`config.mk`:
```
export PLATFORM = sky130hd
export DESIGN_NAME = player_input_frontend
export DESIGN_NICKNAME = d
export VERILOG_FILES = /design/src/rtl/player_input_frontend.sv
export SDC_FILE = /design/constraint.sdc
export NUM_CORES = 1
export LEC_CHECK = 0
export BUFFER_PORTS_ARGS = -buffer_cell sky130_fd_sc_hd__buf_2
export CAP_MARGIN = 40
export CORE_MARGIN = 2
export CORE_UTILIZATION = 30
export CTS_CLUSTER_DIAMETER = 40
export DETAILED_ROUTE_END_ITERATION = 7
export HOLD_SLACK_MARGIN = 0.15
export PLACE_DENSITY = 0.56
export SLEW_MARGIN = 20
export SYNTH_ARGS = -nofsm -noshare
export SYNTH_HDL_FRONTEND = slang
export SYNTH_SLANG_ARGS = --single-unit
```
`constraint.sdc`:
```
create_clock -name clk -period 5.05 [get_ports clk]
set_input_delay 0.2525 -clock clk [delete_from_list [all_inputs] [get_ports clk]]
set_output_delay 0.2525 -clock clk [all_outputs]
set_load 0.02 [all_outputs]
```
`src/rtl/player_input_frontend.sv`:
```
// player_input_frontend
//   Conditions NUM_PLAYERS raw button buses (2-flop sync, optional inversion,
//   per-bit debounce), latches them once per video frame on the falling edge of
//   vsync, and reports frame-stable levels plus pressed/released edges.
//   Optional per-player run-length input history, built only when the
//   INPUT_HISTORY_EN macro is defined; otherwise the hist_* outputs are 0.
module player_input_frontend #(
  parameter int NUM_PLAYERS       = 2,
  parameter int INPUT_WIDTH       = 5,
  parameter int DEBOUNCE_CYCLES   = 250000,
  parameter int ACTIVE_LOW_INPUTS = 1,
  parameter int HISTORY_DEPTH     = 8,
  localparam int PSEL_W = (NUM_PLAYERS > 1) ? $clog2(NUM_PLAYERS) : 1,
  localparam int IDX_W  = $clog2(HISTORY_DEPTH),
  localparam int CNT_W  = $clog2(HISTORY_DEPTH + 1)
) (
  input  logic                               clk,
  input  logic                               reset,
  input  logic [NUM_PLAYERS*INPUT_WIDTH-1:0] raw_inputs,
  input  logic                               vsync,
  output logic                               frame_tick,
  output logic                               frame_valid,
  output logic [NUM_PLAYERS*INPUT_WIDTH-1:0] inputs_frame,
  output logic [NUM_PLAYERS*INPUT_WIDTH-1:0] pressed_edge,
  output logic [NUM_PLAYERS*INPUT_WIDTH-1:0] released_edge,
  input  logic [PSEL_W-1:0]                  hist_rd_player,
  input  logic [IDX_W-1:0]                   hist_rd_index,
  output logic [INPUT_WIDTH+7:0]             hist_rd_data,
  output logic                               hist_rd_hit,
  output logic [NUM_PLAYERS*CNT_W-1:0]       hist_count
);

  localparam int NB    = NUM_PLAYERS * INPUT_WIDTH;
  localparam int DEB_W = (DEBOUNCE_CYCLES > 1) ? $clog2(DEBOUNCE_CYCLES) : 1;
  localparam logic [DEB_W-1:0] DEB_LAST = DEB_W'(DEBOUNCE_CYCLES - 1);
  // Raw value that reads as "released" once the optional inversion is applied.
  localparam logic [NB-1:0] SYNC_IDLE = (ACTIVE_LOW_INPUTS != 0) ? '1 : '0;

  logic [NB-1:0]    sync_q1;
  logic [NB-1:0]    sync_q2;
  logic [NB-1:0]    sync_lvl;
  logic [NB-1:0]    stable;
  logic [DEB_W-1:0] deb_cnt [NB];
  logic             vsync_d;

  // Two-flop synchroniser for the asynchronous button pins.
  always_ff @(posedge clk) begin
    if (reset) begin
      sync_q1 <= SYNC_IDLE;
      sync_q2 <= SYNC_IDLE;
    end else begin
      sync_q1 <= raw_inputs;
      sync_q2 <= sync_q1;
    end
  end

  assign sync_lvl = (ACTIVE_LOW_INPUTS != 0) ? ~sync_q2 : sync_q2;

  // Per-bit debounce: a new level must persist DEBOUNCE_CYCLES cycles.
  always_ff @(posedge clk) begin
    if (reset) begin
      stable <= '0;
      for (int unsigned i = 0; i < NB; i++) begin
        deb_cnt[i] <= '0;
      end
    end else begin
      for (int unsigned i = 0; i < NB; i++) begin
        if (sync_lvl[i] == stable[i]) begin
          deb_cnt[i] <= '0;
        end else if (deb_cnt[i] == DEB_LAST) begin
          stable[i]  <= sync_lvl[i];
          deb_cnt[i] <= '0;
        end else begin
          deb_cnt[i] <= deb_cnt[i] + 1'b1;
        end
      end
    end
  end

  // Delayed vsync for falling-edge detection.
  always_ff @(posedge clk) begin
    if (reset) begin
      vsync_d <= 1'b0;
    end else begin
      vsync_d <= vsync;
    end
  end

  assign frame_tick = vsync_d & ~vsync;

  // Frame latch: levels and edges update together, one cycle after frame_tick.
  always_ff @(posedge clk) begin
    if (reset) begin
      frame_valid   <= 1'b0;
      inputs_frame  <= '0;
      pressed_edge  <= '0;
      released_edge <= '0;
    end else begin
      frame_valid <= frame_tick;
      if (frame_tick) begin
        inputs_frame  <= stable;
        pressed_edge  <= stable & ~inputs_frame;
        released_edge <= ~stable & inputs_frame;
      end
    end
  end

`ifdef INPUT_HISTORY_EN
  localparam logic [CNT_W-1:0] HD_CNT = CNT_W'(HISTORY_DEPTH);

  logic [INPUT_WIDTH+7:0] hist_mem [NUM_PLAYERS][HISTORY_DEPTH];
  logic [IDX_W-1:0]       wr_ptr   [NUM_PLAYERS];
  logic [CNT_W-1:0]       count    [NUM_PLAYERS];
  logic [INPUT_WIDTH+7:0] newest   [NUM_PLAYERS];
  logic [INPUT_WIDTH-1:0] new_word [NUM_PLAYERS];
  logic                   push     [NUM_PLAYERS];
  logic                   rd_player_ok;
  logic [PSEL_W-1:0]      rd_sel;
  logic [IDX_W-1:0]       rd_addr;
  logic                   rd_hit_c;

  // Newest entry and push decision per player.
  always_comb begin
    for (int unsigned p = 0; p < NUM_PLAYERS; p++) begin
      new_word[p] = stable[p*INPUT_WIDTH +: INPUT_WIDTH];
      newest[p]   = hist_mem[p][wr_ptr[p] - 1'b1];
      push[p]     = (count[p] == '0) || (new_word[p] != newest[p][INPUT_WIDTH-1:0]);
    end
  end

  // Run-length history: push on change, otherwise extend the newest duration.
  always_ff @(posedge clk) begin
    if (reset) begin
      for (int unsigned p = 0; p < NUM_PLAYERS; p++) begin
        wr_ptr[p] <= '0;
        count[p]  <= '0;
      end
    end else if (frame_tick) begin
      for (int unsigned p = 0; p < NUM_PLAYERS; p++) begin
        if (push[p]) begin
          hist_mem[p][wr_ptr[p]] <= {8'd1, new_word[p]};
          wr_ptr[p]              <= wr_ptr[p] + 1'b1;
          if (count[p] != HD_CNT) begin
            count[p] <= count[p] + 1'b1;
          end
        end else if (newest[p][INPUT_WIDTH+7:INPUT_WIDTH] != 8'hFF) begin
          hist_mem[p][wr_ptr[p] - 1'b1] <=
            {newest[p][INPUT_WIDTH+7:INPUT_WIDTH] + 8'd1, newest[p][INPUT_WIDTH-1:0]};
        end
      end
    end
  end

  // Read address decode; out-of-range players are folded to 0 and forced to miss.
  always_comb begin
    rd_player_ok = 32'(hist_rd_player) < NUM_PLAYERS;
    rd_sel       = rd_player_ok ? hist_rd_player : '0;
    rd_addr      = wr_ptr[rd_sel] - 1'b1 - hist_rd_index;
    rd_hit_c     = rd_player_ok && (CNT_W'(hist_rd_index) < count[rd_sel]);
  end

  // Registered read port; returns contents as of before this cycle's update.
  always_ff @(posedge clk) begin
    if (reset) begin
      hist_rd_data <= '0;
      hist_rd_hit  <= 1'b0;
    end else begin
      hist_rd_hit  <= rd_hit_c;
      hist_rd_data <= rd_hit_c ? hist_mem[rd_sel][rd_addr] : '0;
    end
  end

  // Pack per-player entry counts.
  always_comb begin
    hist_count = '0;
    for (int unsigned p = 0; p < NUM_PLAYERS; p++) begin
      hist_count[p*CNT_W +: CNT_W] = count[p];
    end
  end
`else
  logic unused_hist_rd;

  assign unused_hist_rd = ^{hist_rd_player, hist_rd_index};
  assign hist_rd_data   = '0;
  assign hist_rd_hit    = 1'b0;
  assign hist_count     = '0;
`endif

endmodule

```
; ---- Word level (Yosys, flattened, before mapping)
; Memories as Yosys holds them, arrays and structs flattened.
; Cells that the tools add are included.
; W data, S select, Z words.
[op_classes]
muxes = 142
n_eq_ne = 20
reduce_logical = 10
n_addsub = 10
bitwise = 47
[ops]
columns = op, n
row1 = $mux W18, 30
row2 = $add A18 B1 Y18 const B, 10
row3 = $eq A18 B18 Y1 const B, 10
row4 = $mux W1, 112
row5 = $not A10 Y10, 3
row6 = $or A1 B1 Y1, 30
row7 = $and A10 B10 Y10, 2
row8 = $reduce_and A2 Y1, 10
row9 = $not A1 Y1, 11
row10 = $eq A1 B1 Y1, 10
row11 = $and A1 B1 Y1, 1
[totals]
n_memories = 1
word_cells = 247
out_inout_bits = 54
regBits = 62
input_bits = 17
ram_bits = 180
[mem_list]
columns = memory, words, word_bits, rd, rd_clocked_by_memory_dff, wr, line_no
row1 = deb_cnt, 10, 18, 10, 0, 10, 43  ; logic [DEB_W-1:0] deb_cnt [NB];

; ---- Depth between registers and ports, before layout
[logic_depth]
depth_word = 8
mapped_depth = 7
depth_no_buf = 5

; ---- Worst setup path before layout
; OpenSTA, ideal clock, no wires.
[synth_timing]
path_kind = reg2reg
startpoint = memory deb_cnt[3][10] in the netlist's numbering
endpoint = memory deb_cnt[3][10] in the netlist's numbering (data pin)
path_slack_ns = 2.997
path_buffers = 2
stages_incl_launch_ff = 7
setup_ns = 0.254
synth_period_minus_slack_ns = 2.053
t_required_ns = 4.796
arrival_ns = 1.798
cell_sequence = edfxtp_1 -> or4b_1 -> nor4b_1 -> a211o_1 -> buf_4 -> buf_4 -> nor2_1
[synth_lines]
columns = element, line_no
row1 = "start, declared", 43

==> results_dict.tcl <==
set metrics [dict create \
    crit_path_end_kind "register" \
    placedCellCount 1907 \
    max_stage_delay_ns 0.60 \
    cts_buffer_depth 3 \
    grt_usage_pct 11.7 \
    cts-htree-levels 2 \
    die_w_um 206 \
    wl_um 23700 \
    finalHoldViolations 0 \
    antenna_found_initial 0 \
    p_total_uw 5960 \
    slowest_stage "a211o_1" \
    setup_tns_ns 0 \
    synthDistinctLibCells 54 \
    syn_inst 1191 \
    p_per_area_nw_per_um2 386 \
    tightest_slew_ns 0.720 \
    grt_start_max_net_pins 36 \
    place.gp.congestion 0.758 \
    ios 71 \
    drv_cap 0 \
    syn-mean-instance-area_sq_um 10.2 \
    post_cts_buffers 0 \
    rows 73 \
    numPortBuffers 44 \
    ant_nets 0 \
    synth_ff_type "edfxtp_1" \
    synth-seq-cells 242 \
    yosys_warnings 0 \
    layout.cells.non_filler 2007 \
    p_leak_uw 0.00545 \
    insertedDiodeCount 0 \
    outcome "complete, no violations" \
    fmax_mhz 406 \
    finish.instance_area_sq_um 15500 \
    area_delta_synth_final_pct 26.8 \
    worstSkewPairLatency_ns 0.55 \
    min_period_ns 2.46 \
    tritoncts "built" \
    num_vias 8883 \
    required_ns 5.31 \
    drive_gt1_share_pct 12.1 \
    crit_chain "or4b_1 > nor4b_1 > a211o_1 > nor2_1" \
    path_clk_slew_ns 0.05 \
    die_h_um 206 \
    core_area_sq_um 39900 \
    rsz0062_at_grt "false" \
    cts_sinks 242 \
    drt-wirelength-per-cell_um 11.8 \
    die_area_sq_um 42300 \
    first_iter_violations 543 \
    numCtsBuffers 48 \
    grt_pass1_vias 8494 \
    cts_root_buf "clkbuf_16" \
    async_flop_share_pct 0 \
    placed_area_sq_um 13500 \
    critPathKind "reg -> reg" \
    slew_viol_final 0 \
    vias_per_cell 4.43 \
    critPathTopFamily "simple AND/OR/NAND/NOR gates" \
    whs_ns 0.407 \
    grt_pass1_wl_um 40600 \
    grt_overflow 0 \
    relSlewSlack_pct 52.0 \
    fillCellCount 3945 \
    initial_core_util_pct 30.6 \
    first_pass_iters 5 \
    finalSetupViolCount 0 \
    final.period_utilization_pct 48.8 \
    path_buf_inv 0 \
    critPathLaunchType "register" \
    drc 0 \
    yosysSeqAreaShare_pct 54.5 \
    min-delay-path-class "reg -> reg" \
    syn_area_sq_um 12200 \
    critPathMaxFanout 18 \
    hpwl_um 16000 \
    peakVddDrop_uv 268 \
    synth_edf_count 180 \
    layout.nets 1471 \
    cp.arrival_ns 2.73 \
    fin_skew_ns 0.0205 \
]
[flip-flops by register name, indices dropped and copies added (netlist names)]
signal / count
deb_cnt: 180
vsync_d: 1
sync_q1: 10
frame_valid: 1
sync_q2: 10
released_edge: 10
inputs_frame: 10
stable: 10
pressed_edge: 10
[cells in the mapped netlist (all sizes together) (4+ instances only)]
cell | number | area, sq um
a211o | 7 | 61.3
a21oi | 55 | 279
a31o | 4 | 35.0
and3 | 16 | 101
and4 | 7 | 61.3
buf | 41 | 263
clkbuf | 17 | 65.1
dfxtp | 62 | 1240
edfxtp | 180 | 5410
ha | 10 | 125
inv | 44 | 165
nand2 | 79 | 297
nand2b | 5 | 31.3
nand3 | 59 | 310
nand3b | 20 | 150
nand4 | 44 | 290
nor2 | 201 | 754
nor2b | 4 | 25.0
nor3 | 44 | 220
nor4 | 52 | 338
nor4b | 7 | 61.3
o21ai | 14 | 70.1
or2 | 23 | 144
or3 | 11 | 68.8
or4 | 13 | 101
or4b | 4 | 43.8
xnor2 | 119 | 1040
xor2 | 33 | 289
[repair_timing]
action                                  in CTS  in global routing
hold buffers                                12                  0
resized for setup                            0                  0
endpoints found under the hold margin       21                  0
endpoints found under the setup margin       0                  0
[per-layer routing]
metal	share of wire, %	vias up	routed length, um	track usage [%]
met5	0	-	0	0
met4	2.6	0	612	4.86
met3	4.5	42	1070	2.60
met2	46	135	10900	18.8
met1	47	4129	11200	15.2
li1	-	4577	-	-
[where the power goes]
group          switching, uW  total (uW)  internal, uW
logic                    115         188          72.7
clock network           1070        3490          2420
registers               77.2        2290          2210
total                   1260        5960          4700
[through the flow]
step                setup slack, ns  util, %
floorplan                      3.00        -
global placement               2.62     33.9
detailed placement             2.58     33.9
CTS                            2.57     38.7
global route                   2.29     38.7
finish                         2.59     38.7
[layout make-up]
| class | count | area, sq um | share of cell area (%) |
|---|---|---|---|
| inverters | 44 | 165 | 1.07 |
| clock inverters | 30 | 414 | 2.68 |
| multi-input cells | 1047 | 5810 | 37.6 |
| repair buffers | 61 | 382 | 2.47 |
| well taps | 525 | 657 | 4.25 |
| flip-flops and latches | 242 | 6650 | 43.0 |
| clock buffers | 58 | 1390 | 8.97 |
[path summary, 6_finish.rpt]
check,start,to,slack (ns),depth (start not counted)
max,deb_cnt[3][10],deb_cnt[3][4],2.59,4
min,sync_q1[8],sync_q2[8],0.41,1
max reg2reg,deb_cnt[3][10],deb_cnt[3][4],2.59,4
min reg2reg,sync_q1[8],sync_q2[8],0.41,1
[cell usage in the layout, fill, tap and decap left out, drive strengths merged, types with 2 or more instances in the layout]
cell type,netlist,routed
a211o,7,7
a21oi,55,55
a31o,4,4
and3,16,16
and4,7,7
buf,41,49
bufinv,0,9
clkbuf,17,58
clkinv,0,10
clkinvlp,0,3
conb,2,202
dfxtp,62,62
dlygate4sd3,0,12
edfxtp,180,180
ha,10,10
inv,44,52
nand2,79,79
nand2b,5,5
nand3,59,59
nand3b,20,20
nand4,44,44
nor2,201,201
nor2b,4,4
nor3,44,44
nor4,52,52
nor4b,7,7
o21ai,14,14
o41ai,2,2
or2,23,23
or3,11,11
or3b,2,2
or4,13,13
or4b,4,4
xnor2,119,119
xor2,33,33
[kinds of logic after synthesis]
kind of cell,synth area share [%]
AOI/OAI and AO/OA,4.27
xor gates and xnor gates,10.9
and+or+nand+nor,25.1
other,0.0616
adders and majority gates,1.03
buffers and inverters,4.04
muxes,0.0923
DFF,54.5
(Power assumes the default switching activity.)
